### src/rtl/pipe_pkg.sv
// Shared types and constants for the pipeline stall/flush scheduler.
// Purely declarative: no timing or flow control of its own.
package pipe_pkg;

   typedef enum logic {
      RUN      = 1'b0,
      DIV_WAIT = 1'b1
   } ctrl_state_t;

   localparam int REG_W = 5;

   localparam int STG_F   = 0;
   localparam int STG_D   = 1;
   localparam int STG_E   = 2;
   localparam int STG_M   = 3;
   localparam int STG_W   = 4;
   localparam int NUM_STG = 5;

   // Register $0 is hardwired, so a producer writing it never creates a hazard.
   function automatic logic srcMatch(input logic [REG_W-1:0] dst,
                                     input logic [REG_W-1:0] srcA,
                                     input logic [REG_W-1:0] srcB);
      return (dst != '0) && ((dst == srcA) || (dst == srcB));
   endfunction

endpackage

### src/rtl/pipe_ctrl_hazard_detect.sv
// Load-use compare of the D-stage sources against loads sitting in E and M.
// Purely combinational, zero latency, no flow control.
module hazard_detect
   import pipe_pkg::*;
(
   input  logic [REG_W-1:0] rsD,
   input  logic [REG_W-1:0] rtD,
   input  logic             mem_to_regE,
   input  logic             reg_write_enE,
   input  logic [REG_W-1:0] write_regE,
   input  logic             mem_to_regM,
   input  logic [REG_W-1:0] write_regM,
   output logic             luHazard
);

   logic hitE;
   logic hitM;

   assign hitE     = mem_to_regE & reg_write_enE & srcMatch(write_regE, rsD, rtD);
   assign hitM     = mem_to_regM & srcMatch(write_regM, rsD, rtD);
   assign luHazard = hitE | hitM;

endmodule

### src/rtl/pipe_ctrl.sv
// Stall/flush scheduler for the five-stage core; outputs are combinational (zero latency).
// Flushes seen during a cache stall are held and applied once in the first unstalled cycle.
module pipe_ctrl
   import pipe_pkg::*;
(
   input  logic             clk,
   input  logic             rst,
   input  logic [REG_W-1:0] rsD,
   input  logic [REG_W-1:0] rtD,
   input  logic             mem_to_regE,
   input  logic             reg_write_enE,
   input  logic [REG_W-1:0] write_regE,
   input  logic             mem_to_regM,
   input  logic [REG_W-1:0] write_regM,
   input  logic             div_startE,
   input  logic             div_doneE,
   input  logic             i_stall,
   input  logic             d_stall,
   input  logic             exceptionM,
   input  logic             mispredictE,
   output logic             stallF,
   output logic             stallD,
   output logic             stallE,
   output logic             stallM,
   output logic             stallW,
   output logic             flushD,
   output logic             flushE,
   output logic             flushM,
   output logic             flushW,
   output logic             div_cancel,
   output logic             div_busy
);

   ctrl_state_t            state;
   ctrl_state_t            stateNxt;
   logic                   excPend;
   logic                   excPendNxt;
   logic                   mpPend;
   logic                   mpPendNxt;
   logic [NUM_STG-1:0]     stallVec;
   logic [STG_W:STG_D]     flushVec;
   logic                   divCancel;
   logic                   gstall;
   logic                   exc;
   logic                   lu;
   logic                   dstall;

   hazard_detect uHazard (
      .rsD           (rsD),
      .rtD           (rtD),
      .mem_to_regE   (mem_to_regE),
      .reg_write_enE (reg_write_enE),
      .write_regE    (write_regE),
      .mem_to_regM   (mem_to_regM),
      .write_regM    (write_regM),
      .luHazard      (lu)
   );

   assign gstall = i_stall | d_stall;
   assign exc    = exceptionM | excPend;
   assign dstall = ((state == RUN) & div_startE) | ((state == DIV_WAIT) & ~div_doneE);

   always_ff @(posedge clk or negedge rst) begin
      if (!rst) begin
         state   <= RUN;
         excPend <= 1'b0;
         mpPend  <= 1'b0;
      end else begin
         state   <= stateNxt;
         excPend <= excPendNxt;
         mpPend  <= mpPendNxt;
      end
   end

   always_comb begin
      stallVec   = '0;
      flushVec   = '0;
      divCancel  = 1'b0;
      stateNxt   = state;
      excPendNxt = excPend;
      mpPendNxt  = mpPend;

      if (exc && !gstall) begin
         flushVec   = '1;
         divCancel  = (state == DIV_WAIT) | div_startE;
         stateNxt   = RUN;
         excPendNxt = 1'b0;
         mpPendNxt  = 1'b0;
      end else if (gstall) begin
         stallVec = '1;
         if (exceptionM)  excPendNxt = 1'b1;
         if (mispredictE) mpPendNxt  = 1'b1;
         // The divider keeps running under a cache stall, so a completion is not lost.
         if ((state == DIV_WAIT) && div_doneE) stateNxt = RUN;
      end else if (dstall) begin
         stallVec[STG_F] = 1'b1;
         stallVec[STG_D] = 1'b1;
         stallVec[STG_E] = 1'b1;
         flushVec[STG_M] = 1'b1;
         if (state == RUN) stateNxt  = DIV_WAIT;
         if (mispredictE)  mpPendNxt = 1'b1;
      end else begin
         // Not dstall here, so a DIV_WAIT state means div_doneE is high this cycle.
         stateNxt = RUN;
         if (lu) begin
            stallVec[STG_F] = 1'b1;
            stallVec[STG_D] = 1'b1;
            flushVec[STG_E] = 1'b1;
            if (mispredictE) mpPendNxt = 1'b1;
         end else if (mispredictE || mpPend) begin
            flushVec[STG_D] = 1'b1;
            mpPendNxt       = 1'b0;
         end
      end
   end

   assign stallF     = stallVec[STG_F];
   assign stallD     = stallVec[STG_D];
   assign stallE     = stallVec[STG_E];
   assign stallM     = stallVec[STG_M];
   assign stallW     = stallVec[STG_W];
   assign flushD     = flushVec[STG_D];
   assign flushE     = flushVec[STG_E];
   assign flushM     = flushVec[STG_M];
   assign flushW     = flushVec[STG_W];
   assign div_cancel = divCancel;
   assign div_busy   = (state == DIV_WAIT);

endmodule

### config.mk
export PLATFORM = sky130hd
export DESIGN_NAME = pipe_ctrl
export DESIGN_NICKNAME = d
export VERILOG_FILES = /design/src/rtl/pipe_pkg.sv /design/src/rtl/pipe_ctrl_hazard_detect.sv /design/src/rtl/pipe_ctrl.sv
export SDC_FILE = /design/constraint.sdc
export NUM_CORES = 1
export LEC_CHECK = 0
export BUFFER_PORTS_ARGS = -buffer_cell sky130_fd_sc_hd__buf_2
export CORE_MARGIN = 2
export CORE_UTILIZATION = 30
export CTS_CLUSTER_DIAMETER = 40
export DETAILED_ROUTE_END_ITERATION = 8
export PLACE_DENSITY = 0.78
export SETUP_SLACK_MARGIN = 0.2
export SKIP_LAST_GASP = 1
export SLEW_MARGIN = 20
export SYNTH_ARGS = -nofsm -noshare
export SYNTH_HDL_FRONTEND = slang
export SYNTH_SLANG_ARGS = --single-unit
### constraint.sdc
create_clock -name clk -period 2.7 [get_ports clk]
set_input_delay 0 -clock clk [delete_from_list [all_inputs] [get_ports clk]]
set_output_delay 0 -clock clk [all_outputs]
set_load 0.02 [all_outputs]
==> summary by stage <==
Status
The flow ran to the end, and the final reports show no timing, DRC or antenna violations.

Placement
The detailed placer's ending HPWL is about 1.2 mm. The number of input and output port buffers inserted is around 40. The congestion estimate from routability-driven global placement came to roughly 0.8. The minimum setup slack after placement is ~1.2 ns. In this run, placement finished with an instance count of approximately 120.

Power and ir drop
The power dissipated by switching net loads is 84.9 uW. The worst-case IR drop observed on VDD is 204 uV. Summed over all cells, the static leakage comes to 0.347 nW. Of the total power, the share spent switching nets is 0.347. The cell-internal power is around 160 uW.

Of the total power, the clock network draws 0.323. Of the total power, registers draw 0.207. The combinational share of power is 0.470. Power spread over the standard cell area amounts to ~340 nW/um^2.

STA
The transition time of the tightest slew-check pin is about 0.41 ns. Setup violations remaining at the end of the flow were counted as 0. The final sum of negative setup slack is 0 ns.

In the finished design, the share of the clock period the worst path needs comes to 0.580. Headroom to the max-slew limit came out at 0.724. The worst hold slack across all endpoints is around 0.034 ns.

Setup slack closes at about 1.1 ns. Setup repair after global routing left no endpoint under its margin. The smallest clock period supported by the final layout is computed as between 1.5 and 2 ns.

The number of pins with negative max-slew slack in the final report was 0. The achievable clock frequency is 639 MHz. Clock skew on the completed layout was measured at approximately 0.0040 ns. The final count of hold timing violations came to 0.

Detailed routing
The detailed router placed just over 600 vias in this run. Summed over all nets, wire length on met3 after detailed routing comes to between 100 and 150 um. The uppermost metal layer occupied by signal nets is met4. The first-iteration detailed-routing DRC count is 7. The wire length on met2 is roughly 700 um.

Once detail routing completed, the nets flagged for antenna violations numbered 0. After detailed routing, the number of remaining DRC violations is 0. In the routed layout, each cell is associated on average with a via count of slightly below 5.

The pre-antenna-repair detailed-routing pass consisted of 4 iterations. Summed over all layers, the routed wires come to around 1.3 mm. Dividing the detail-routed wire length by the instance count gives approximately 11 um. For this block, wires on met1 add up to 494 um.

Layout
Across the whole layout, storage elements account for approximately 75 um^2. The filler cell count is about 150. The number of non-filler instances in the completed layout is between 100 and 150. The antenna diode count is 0. The final net count is 138. The proportion of layout cells with a drive suffix above 1 is 0.434. Compared with the post-synthesis result, the final layout area differs by 52.5%. The total area of multi-input combinational cells is between 300 and 400 um^2.

Logic synthesis
By instance count, the leading cell after synthesis is sky130_fd_sc_hd__xnor2_1. The share of synthesized area in the top cell type comes to 0.373. The most used flip-flop cell after synthesis is sky130_fd_sc_hd__dfrtp_1. By count the netlist is led by sky130_fd_sc_hd__xnor2_1 (20), sky130_fd_sc_hd__nor2_1 (7), sky130_fd_sc_hd__nand2_1 (6). Counting flops with an async set or reset pin after synthesis yields a share of 1.00.

In this run, distinct cell masters in the synthesized netlist total 20. Counting flops and latches in the post-synthesis netlist gives 3. The synthesized area is about 470 um^2. In this run the mean area of a mapped cell was about 7.6 um^2. Of the synthesized area, sequential elements account for 0.160. The cell type with the largest total area after synthesis is sky130_fd_sc_hd__xnor2_1. The cell count after synthesis came out at between 60 and 70.

The net count of the mapped netlist is 93. The count of yosys warnings during synthesis is 0. In the post-synthesis netlist, the biggest area contributors are sky130_fd_sc_hd__xnor2_1 (37%), sky130_fd_sc_hd__dfrtp_1 (16%), sky130_fd_sc_hd__nor2_1 (5.6%).

The count of flip-flops with a built-in enable after synthesis is 0.

Worst setup path
The required time of the critical path is 2.70 ns. The number of cells traversed by the worst register-to-register path is 5. The largest single stage delay on the critical path is 0.41 ns.

The critical path goes through nor2_1, a21o_1, nand2_1, a221oi_2, a21o_1, buf_2. The critical path starts at div_busy$_DFFE_PN0P_. The worst setup path is launched from a flip-flop. The sort of element at the end of the critical path is a primary output. The data arrival time of the worst path is about 1.6 ns.

The most prevalent standard cell on the critical path is sky130_fd_sc_hd__a21o_1. Of all nets on the critical path, the largest fanout is 5. The worst setup path is of the flip-flop to primary output kind. Setup slack on the worst reg-to-reg path comes out at ~1.5 ns.

In this run the critical register-to-register path is launched from div_busy$_DFFE_PN0P_. The endpoint identified for the worst register-to-register timing path is mpPend$_DFFE_PN0P_. The highest-delay cell along the critical path is sky130_fd_sc_hd__dfrtp_1. The most critical setup path has its endpoint at flushD.

CTS
Post-CTS timing repair inserted 0 buffers for setup. The clock latency on the worst-skew pair is approximately 0.23 ns. The maximum count of clock buffers along a single path is 2. Clock tree synthesis found a total of 3 sinks.

Once the clock tree was built, the resizer swapped 0 gates to a different size. The number of hold buffers added after cts is 1. The TritonCTS buffer count is 3. The clock transition at the registers of the reported paths is about 0.040 ns. The CTS tree is yes. The number of H-tree levels is 1.

In this run the clock root is driven by a sky130_fd_sc_hd__clkbuf_4.

Hold path
The number of cells traversed by the worst hold path is 3. The worst hold path class is primary input to flip-flop. In this run the most critical hold path is launched from exceptionM.

Floorplanning
The die covers 1900 um^2. The area of the core is 1490 um^2. The I/O pin count is 42. The initial standard-cell utilization of the core is 0.315.

Measured along the x axis, the die boundary spans about 44 um. The vertical extent of the die is around 44 um. The number of placement rows is 14.

GRT
The total routing usage reported by global routing is 0.153. The initial antenna violation count was 0. The final global-route overflow total is 0. Entering global routing, the biggest net connects 7 pins. The number of global-route vias before repair is roughly 600. The first global-routing pass estimated approximately 2.2 mm of wire.

Job
Across the run, the number of max-cap violations was 0.
[stage by stage]
stage | area, um^2 | total power [mW] | util
2_1_floorplan | 469 | 0.119 | -
3_3_place_gp | 679 | 0.164 | 0.456
3_5_place_dp | 679 | 0.166 | 0.456
4_1_cts | 716 | 0.249 | 0.481
5_1_grt | 716 | 0.264 | 0.481
6_report | 716 | 0.244 | 0.481
[sequential cells by signal (all words and copies together), names as in the netlist]
signal,count
excPend,1
mpPend,1
div_busy,1
[how the worst min path moves through the flow]
stage                                 endpoint
final                      excPend$_DFFE_PN0P_
after global routing       excPend$_DFFE_PN0P_
after CTS                  excPend$_DFFE_PN0P_
after detailed placement  div_busy$_DFFE_PN0P_
after global placement      mpPend$_DFFE_PN0P_
after floorplan           div_busy$_DFFE_PN0P_
[power groups by stage]
stage          Sequential (mW)  Clock (mW)  Combinational [mW]
3_5_place_dp            0.0511           0               0.115
5_1_grt                 0.0509      0.0858               0.127
2_1_floorplan           0.0512           0              0.0678
6_report                0.0506      0.0788               0.115
3_3_place_gp            0.0508           0               0.113
4_1_cts                 0.0506      0.0816               0.117
[final cells by class]
class,instances,share of cell area
Timing Repair Buffer,42,0.301
Multi-Input combinational cell,55,0.519
Sequential cell,3,0.105
Clock buffer,4,0.0367
Tap cell,16,0.0280
Inverter,2,0.0105
[routing by layer]
metal,track usage,vias up
met4,0.0727,0
met1,0.168,274
met3,0.0250,2
li1,-,301
met2,0.282,28
met5,0,-
[critical path: cells and delay by family (launching register included)]
family	cells	cell delay [ns]
buffers and inverters	1	0.15
AOI/OAI and AO/OA	3	0.55
DFF	1	0.41
and+or+nand+nor	2	0.23
[logic make-up (layout without fill, tap and decap cells)]
family,after synthesis,after routing,share of synthesized area
simple gates,22,22,0.221
xor+xnor,20,20,0.373
compound gates,13,13,0.197
buf+inv,4,48,0.0480
flops,3,3,0.160
[layout by cell type (no fill, tap or decap), drive strengths merged]
cell type    instances
buf                 41
xnor2               20
nor2                 7
nand2                6
nand3                4
clkbuf               4
o21ai                3
dfrtp                3
inv                  2
a21o                 2
o22ai                2
a21oi                2
or4                  1
o21a                 1
or3                  1
o311a                1
a22oi                1
or2                  1
a221oi               1
nand2b               1
nand4b               1
dlygate4sd3          1
(Power assumes the default switching activity.)
